===== src/rtl/alu_exec_stage.sv =====
// Registered ALU execute stage. Computes result and NZCV flags from
// SrcA/SrcB/ALUControl and captures them behind a 2-entry skid buffer
// so that in_ready comes straight from a flop.
module alu_exec_stage #(
    parameter int WIDTH = 32
) (
    input  logic             clk,
    input  logic             rst,
    input  logic             in_valid,
    output logic             in_ready,
    input  logic [WIDTH-1:0] SrcA,
    input  logic [WIDTH-1:0] SrcB,
    input  logic [2:0]       ALUControl,
    output logic             out_valid,
    input  logic             out_ready,
    output logic [WIDTH-1:0] ALUResult,
    output logic             Zero,
    output logic             Negative,
    output logic             Carry,
    output logic             Overflow
);

    typedef struct packed {
        logic [WIDTH-1:0] res;
        logic             z;
        logic             n;
        logic             c;
        logic             v;
    } op_t;

    typedef enum logic [1:0] {EMPTY, ONE, TWO} state_t;

    state_t state, next;
    op_t    m_q, s_q, calc;
    logic   accept, pop;
    logic   load_m_new, load_m_skid, load_s;

    // Shared adder: subtract is A + ~B + 1 (used by sub and slt)
    logic             sub, cout, ovf;
    logic [WIDTH-1:0] b_op, sum;

    assign sub  = (ALUControl == 3'b001) || (ALUControl == 3'b101);
    assign b_op = sub ? ~SrcB : SrcB;
    assign {cout, sum} = {1'b0, SrcA} + {1'b0, b_op} + {{WIDTH{1'b0}}, sub};
    assign ovf  = (SrcA[WIDTH-1] == b_op[WIDTH-1]) && (sum[WIDTH-1] != SrcA[WIDTH-1]);

    // Result select; unsupported codes yield an all-zero result with clear C/V
    always_comb begin
        calc = '0;
        unique case (ALUControl)
            3'b000, 3'b001: begin
                calc.res = sum;
                calc.c   = cout;
                calc.v   = ovf;
            end
            3'b010: calc.res = SrcA & SrcB;
            3'b011: calc.res = SrcA | SrcB;
            3'b101: begin
                calc.res[0] = sum[WIDTH-1] ^ ovf;
                calc.c      = cout;
                calc.v      = ovf;
            end
            default: calc.res = '0;
        endcase
        calc.z = (calc.res == '0);
        calc.n = calc.res[WIDTH-1];
    end

    assign accept = in_valid & in_ready;
    assign pop    = out_valid & out_ready;

    // Buffer occupancy state register; in_ready is registered from next state
    always_ff @(posedge clk) begin
        if (rst) begin
            state    <= EMPTY;
            in_ready <= 1'b1;
        end else begin
            state    <= next;
            in_ready <= (next != TWO);
        end
    end

    // Next-state and register load selects
    always_comb begin
        next        = state;
        load_m_new  = 1'b0;
        load_m_skid = 1'b0;
        load_s      = 1'b0;
        unique case (state)
            EMPTY: begin
                if (accept) begin
                    next       = ONE;
                    load_m_new = 1'b1;
                end
            end
            ONE: begin
                if (accept && pop) begin
                    load_m_new = 1'b1;
                end else if (accept) begin
                    next   = TWO;
                    load_s = 1'b1;
                end else if (pop) begin
                    next = EMPTY;
                end
            end
            TWO: begin
                if (pop) begin
                    next        = ONE;
                    load_m_skid = 1'b1;
                end
            end
            default: next = EMPTY;
        endcase
    end

    // Main and skid data registers
    always_ff @(posedge clk) begin
        if (rst) begin
            m_q <= '0;
            s_q <= '0;
        end else begin
            if (load_m_new)       m_q <= calc;
            else if (load_m_skid) m_q <= s_q;
            if (load_s)           s_q <= calc;
        end
    end

    assign out_valid = (state != EMPTY);
    assign ALUResult = m_q.res;
    assign Zero      = m_q.z;
    assign Negative  = m_q.n;
    assign Carry     = m_q.c;
    assign Overflow  = m_q.v;

endmodule


===== config.mk =====
export PLATFORM = sky130hd
export DESIGN_NAME = alu_exec_stage
export DESIGN_NICKNAME = d
export VERILOG_FILES = /design/src/rtl/alu_exec_stage.sv
export SDC_FILE = /design/constraint.sdc
export NUM_CORES = 1
export LEC_CHECK = 0
export BUFFER_PORTS_ARGS = -buffer_cell sky130_fd_sc_hd__clkbuf_2
export CAP_MARGIN = 0
export CORE_MARGIN = 2
export CORE_UTILIZATION = 52
export CTS_CLUSTER_SIZE = 24
export DETAILED_ROUTE_END_ITERATION = 8
export MAX_ROUTING_LAYER = met4
export PLACE_DENSITY = 0.8
export SLEW_MARGIN = 25
export SYNTH_ARGS = -nofsm -noshare
export SYNTH_HDL_FRONTEND = slang
export SYNTH_SLANG_ARGS = --single-unit

===== constraint.sdc =====
create_clock -name clk -period 3.74 [get_ports clk]
set_clock_uncertainty 0.2 [all_clocks]
set_input_delay 0.187 -clock clk [delete_from_list [all_inputs] [get_ports clk]]
set_output_delay 0.187 -clock clk [all_outputs]
set_load 0.02 [all_outputs]

==> flow_summary.ini, run 1 <==
[drt]
drt_wl_total_um = 18600
drc = 0
wire_per_inst_um = 16.7
drtIter0Drc = 643
drtAntennaViolNets = 0
first_pass_iters = 5
post_drt_via_cell_ratio = 5.99
routed-via-count = 6664

[critical_path]
crit_start = ALUControl[0]
crit_type = input pin to flip-flop
cp-start-kind = input pin
reg2reg_from = in_ready$_SDFF_PP1_
cp_max_fo = 6
critical_path.max_stage_delay_ns = 0.43
crit_required_ns = 3.78
cp_num_buf_inv = 2
slowest_stage = fa_1
r2r_end = ALUResult[18]$_SDFFE_PP0P_
reg2reg_setup_slack_ns = 1.55
r2r_cells = 9
cp.arrival_ns = 3.47
crit_chain = clkbuf_2 > nor2b_4 > xor2_1 > inv_1 > fa_1 > nor2b_1 > o21ai_2 > a211oi_2 > o21ai_0 > a32o_1 > a2111oi_1 > nand4_1 > nor3_1 > nand4b_1 > o32ai_1
crit_path_end_kind = flip-flop
critical-path-top-delay-family = compound AO/OA/AOI/OAI gates

[cells_and_area]
fin_util = 0.646
drive_gt1_frac = 0.229
final_common_cell = nand2_1
final_nets = 1071
layout_common_cells = nand2_1 (122), clkbuf_2 (108), nor2_1 (103)
diodes = 0
syn_to_final_growth_pct = 20.2

[clock_network]
hold_buffers = 1
post_cts_buffers = 0
cts.clk_slew.worst_paths_ns = 0.06
tritoncts = yes
cts_made_buffers = 9
cts_resized = 0
clock_path_buffers = 2
clock-sinks = 73
cts_root_buf = clkbuf_16
cts_max_level = 3
clock_latency_ns = 0.33

[synth]
ys_warn_count = 0
async_flop_share = 0
yosysTopAreaCellShare = 0.237
postSynthAreaPerCell_um2 = 7.43
synth-main-ff-cell = dfxtp_1
synth_seq_area_share = 0.237
synth-seq-cells = 73
syn_area_um2 = 6160
syn_nets = 936
synth_cells = 829
synthDistinctLibCells = 87
yosysTopAreaCell = dfxtp_1
synth_edf_count = 0
synthTopCellsByArea = dfxtp_1 (24%), nand2_1 (7.4%), ha_1 (7.1%), a21oi_1 (6.8%), nor2_1 (6.3%)

[power_and_ir_drop]
p_seq_frac = 0.307
p_switching_mw = 1.03
clockPowerShare = 0.279
power.internal_mw = 1.73
ir_worst_vdd_mv = 0.492
pwr-share-comb = 0.414
leakage_nw = 3.12
p_sw_frac = 0.374
p_per_area_nw_per_um2 = 373

[floorplanning]
rows = 39
die_h_um = 113
ios = 109
dieArea_um2 = 12700
initial_core_util = 0.537
core_area_um2 = 11500
die-width_um = 113

[min_path]
hold_depth = 5
hold_start = SrcA[31]
hold_path.class = input pin to flip-flop
hold_end = s_q[0]$_SDFFE_PP0P_

[placed_design]
port_buffers = 108
place.gp.congestion = 0.998
hpwlAfterDp_um = 14200

[grt]
antenna_found_initial = 0
grt-ovfl-total = 0
grt_pass1_vias = 6005
grt_max_degree = 73
grt_usage = 0.299
grt_pass1_wl_um = 30200

[timing]
timing.final.crit_share = 0.917
final-setup-viol-count = 0
slew_headroom = 0.345
slew_violations = 0
hold_viol = 0
fin_crit_ns = 3.43
worst-slew-pin-transition_ns = 0.980
finalSetupTns_ns = 0
fmax_mhz = 292
rsz0062_at_grt = false

[flow_run]
cap_violations = 0

[run_status]
status = finished, final reports clean
[cells in the mapped netlist, types with 6 or more instances]
cell      count
o21ai_0      43
nor3_1       25
nor2_1      104
dfxtp_1      73
xor2_1       39
maj3_1       20
xnor2_1       6
ha_1         35
buf_2         6
a211oi_1     29
and3_1        7
o21ai_1       6
nand2_1     122
a21o_1       10
o211ai_1      9
o21a_1        7
a311oi_1     16
a21oi_1      84
nand3_1       7
clkbuf_1     30
a31oi_1      10
inv_1        12
nand4_1       8
[routing by layer]
metal  vias up  GRT usage  wire length [um]
met5         -          -                 0
met4         0     0.0854               302
met3        21     0.0375              1480
met2       269      0.465              8600
met1      3075      0.410              8190
li1       3299          -                 -
[area by class of cell]
type | count | area [um^2]
well taps | 143 | 179
clock inverters | 7 | 47.5
fillers | 1052 | 4060
repair buffers | 177 | 1070
multi-input cells | 690 | 4370
clock buffers | 9 | 225
inverters | 13 | 48.8
flip-flops and latches | 73 | 1460
[power by group through the flow]
| stage | Clock [mW] | Sequential [mW] | Combinational, mW |
|---|---|---|---|
| 3_5_place_dp | 0 | 0.865 | 1.12 |
| 2_1_floorplan | 0 | 0.898 | 0.714 |
| 3_3_place_gp | 0 | 0.863 | 1.11 |
| 4_1_cts | 0.782 | 0.848 | 1.13 |
| 5_1_grt | 0.816 | 0.853 | 1.25 |
| 6_report | 0.772 | 0.848 | 1.14 |
[how the worst max path moves through the flow]
stage,endpoint,slack (ns),cells past startpoint
floorplan,s_q[3]$_SDFFE_PP0P_,0.07,17
global placement,s_q[3]$_SDFFE_PP0P_,0.04,15
detailed placement,s_q[3]$_SDFFE_PP0P_,0.007,15
CTS,s_q[3]$_SDFFE_PP0P_,0.35,15
global route,s_q[3]$_SDFFE_PP0P_,0.05,15
finish,s_q[3]$_SDFFE_PP0P_,0.31,15
[metrics by stage]
step | hold WS (ns) | total power, mW | worst slack [ns] | std cells | cell area (um^2)
6_report | 0.173 | 2.76 | 0.310 | 1112 | 7400
5_1_grt | 0.208 | 2.92 | 0.0531 | 1112 | 7400
4_1_cts | 0.174 | 2.76 | 0.345 | 1112 | 7400
3_5_place_dp | 0.247 | 1.98 | 0.00693 | 1095 | 7120
3_3_place_gp | 0.243 | 1.97 | 0.0368 | 1095 | 7120
2_1_floorplan | 0.0753 | 1.61 | 0.0684 | 829 | 6180
[flip-flops by register name (all words and copies together) (netlist names)]
signal	count
Carry	1
s_q	35
Overflow	1
Zero	1
ALUResult	32
state	2
in_ready	1
[kinds of logic (layout without fill, tap and decap cells)]
kind of cell / count (synthesis) / in the layout / share of synthesized area
adder cells (fa/ha/maj): 56 / 56 / 0.107
multiplexers: 3 / 3 / 0.00488
AO/OA/AOI/OAI: 275 / 275 / 0.309
buffers and inverters: 66 / 206 / 0.0557
AND/OR/NAND/NOR: 311 / 311 / 0.222
flip-flops: 73 / 73 / 0.237
XOR/XNOR: 45 / 45 / 0.0640
[worst min-delay path, cell delays in order]
cell	delay, ns
clkbuf_2	0.14
xnor2_1	0.15
a211oi_2	0.06
nand2_1	0.06
a21oi_1	0.05
No activity file was read; power rests on OpenSTA's default activity.
==> run 2, diff against run 1 <==
--- a/config.mk
+++ b/config.mk
@@ -13,6 +13,7 @@
 export DETAILED_ROUTE_END_ITERATION = 8
 export MAX_ROUTING_LAYER = met4
 export PLACE_DENSITY = 0.8
+export SETUP_SLACK_MARGIN = 0.3
 export SLEW_MARGIN = 25
 export SYNTH_ARGS = -nofsm -noshare
 export SYNTH_HDL_FRONTEND = slang
==> constraint.sdc (replaced) <==
create_clock -name clk -period 3.74 [get_ports clk]
set_clock_uncertainty 0.2 [all_clocks]
set_input_delay 0.748 -clock clk [delete_from_list [all_inputs] [get_ports clk]]
set_output_delay 0.748 -clock clk [all_outputs]
set_load 0.02 [all_outputs]
==> run 2 against run 1 <==
  * The flow now finishes with violations (negative setup slack)
  * Sequential cell count stayed put
  * Non-clock buffer count is 99 higher
  * Maximum frequency is 13% lower
  * Global-route usage is 3.4 points higher
  * Setup slack worse by 0.51 ns
  * Die area stayed put
  * Critical path type unchanged
  * Highest routed layer unchanged
==> flow_summary.ini, run 2 (same netlist as run 1, synthesis figures left out) <==
[timing]
final-setup-viol-count = 12
worst-slew-pin-transition_ns = 1.20
fin_crit_ns = 3.94
hold_viol = 0
holdWs_ns = 0.256
timing.final.crit_share = 1.05
fin_ws_ns = -0.199
fmax_mhz = 254
slew_headroom = 0.200
slew_violations = 0
rsz0062_at_grt = true

[grt]
grt_usage = 0.333
grt_pass1_vias = 6850
grt_pass1_wl_um = 33700
grt_max_degree = 73
antenna_found_initial = 0
grt-ovfl-total = 0

[clock_network]
cts_root_buf = clkbuf_16
clock-sinks = 73
clock_latency_ns = 0.33
cts.clk_slew.worst_paths_ns = 0.06
cts_max_level = 3
tritoncts = yes
cts_made_buffers = 9
hold_buffers = 0
clock_path_buffers = 2

[power_and_ir_drop]
totalPowerFinal_mw = 3.23
pwr-share-comb = 0.487
p_switching_mw = 1.20
power.internal_mw = 2.03
p_sw_frac = 0.372
p_seq_frac = 0.263
leakage_nw = 3.74
p_per_area_nw_per_um2 = 365
clockPowerShare = 0.250
ir_worst_vdd_mv = 0.406

[floorplanning]
core_area_um2 = 11500
initial_core_util = 0.537
die-width_um = 113
rows = 39
die_h_um = 113
dieArea_um2 = 12700
ios = 109

[critical_path]
cp.arrival_ns = 3.99
cp_max_fo = 13
cp_num_buf_inv = 3
critical_path.max_stage_delay_ns = 0.51
crit_type = input pin to flip-flop
crit_chain = clkbuf_16 > nor2b_4 > buf_12 > buf_12 > xor2_1 > ha_1 > a21oi_2 > o21ai_2 > a221oi_2 > nor2_1 > or4_4 > a31oi_4 > nand2_2 > nor4_2 > nand4b_1 > o22ai_1
cpMostUsedCell = buf_12
critical-path-top-delay-family = simple AND/OR/NAND/NOR gates
crit_required_ns = 3.79
slowest_stage = or4_4
r2r_end = ALUResult[20]$_SDFFE_PP0P_
r2r_cells = 8
crit_path_end_kind = flip-flop
cp-start-kind = input pin
reg2reg_from = in_ready$_SDFF_PP1_
reg2reg_setup_slack_ns = 1.61

[placed_design]
place.gp.congestion = 1.01
port_buffers = 108
hpwlAfterDp_um = 15100

[cells_and_area]
regMostFlops = s_q
fillers = 798
largest_reg_flops = 35
diodes = 0
layout_common_cells = buf_4 (155), nand2_1 (118), clkbuf_2 (106)
fin_util = 0.773
drive_gt1_frac = 0.384
final_nets = 1170
final_common_cell = buf_4
syn_to_final_growth_pct = 44.0

[flow_run]
cap_violations = 0

[run_status]
status = finished, violations left
violations = negative setup slack

[drt]
drtIter0Drc = 941
post_drt_via_cell_ratio = 6.24
drc = 0
drtAntennaViolNets = 0
first_pass_iters = 5
routed-via-count = 7546
drt_wl_total_um = 22300
wire_per_inst_um = 18.4

[min_path]
hold_depth = 2
hold_path.class = flip-flop to flip-flop
hold_start = s_q[23]$_SDFFE_PP0P_
hold_end = s_q[23]$_SDFFE_PP0P_
[run 2: final cells by class]
cell class                 count  area, um^2  share of cell area
clock buffer                  11         233              0.0262
tap                          143         179              0.0202
timing repair buffer         276        1940               0.218
multi-input combinational    690        4960               0.560
clock inverter                 4        45.0             0.00508
inverter                      13        48.8             0.00550
sequential                    73        1460               0.165
[run 2: timing repair]
item                       in CTS  in global routing
setup endpoints to repair      43                 53
resized for setup              55                 54
pin swaps                      31                 37
gates cloned                    1                  0
buffers inserted                7                 14
[run 2: layer usage]
metal / up-vias / routed length (um) / global-route usage
met5: - / 0 / -
met4: 0 / 1220 / 0.136
met3: 130 / 2220 / 0.0450
met2: 490 / 10200 / 0.534
met1: 3436 / 8610 / 0.426
li1: 3490 / - / -
[run 2: power groups by stage]
| stage | sequential [mW] | clock [mW] | combinational, mW |
|---|---|---|---|
| final | 0.850 | 0.810 | 1.57 |
| after global routing | 0.853 | 0.854 | 1.68 |
| after CTS | 0.849 | 0.815 | 1.41 |
| after detailed placement | 0.865 | 0 | 1.32 |
| after global placement | 0.864 | 0 | 1.29 |
| after floorplan | 0.898 | 0 | 0.760 |
[run 2: worst max path at each step]
stage	startpoint	endpoint	slack (ns)	depth (start not counted)
final	ALUControl[1]	Zero$_SDFFE_PP0P_	-0.20	16
after global placement	ALUControl[1]	s_q[3]$_SDFFE_PP0P_	-0.41	16
after global routing	ALUControl[0]	Zero$_SDFFE_PP0P_	-0.33	18
after floorplan	ALUControl[0]	s_q[3]$_SDFFE_PP0P_	-0.24	17
after detailed placement	ALUControl[1]	s_q[3]$_SDFFE_PP0P_	-0.48	16
after CTS	ALUControl[1]	Overflow$_SDFFE_PP0P_	-0.008	16
[run 2: worst register-to-register path, stage by stage, from the launching register on]
cell and delay, ns:
dfxtp_1 0.32, nand2_1 0.09, nor2_1 0.26, nand2_1 0.13, nand2_1 0.24, buf_4 0.40
o211ai_1 0.20, o21ai_1 0.11, nor2_1 0.05
[run 2: metrics by stage]
stage | area (um^2) | setup slack (ns) | setup TNS, ns | instances
after floorplan | 6360 | -0.243 | -1.79 | 829
after detailed placement | 7860 | -0.480 | -8.17 | 1173
after CTS | 8490 | -0.00787 | -0.00901 | 1196
final | 8870 | -0.199 | -0.826 | 1210
after global routing | 8870 | -0.326 | -3.50 | 1210
after global placement | 7860 | -0.409 | -5.44 | 1173
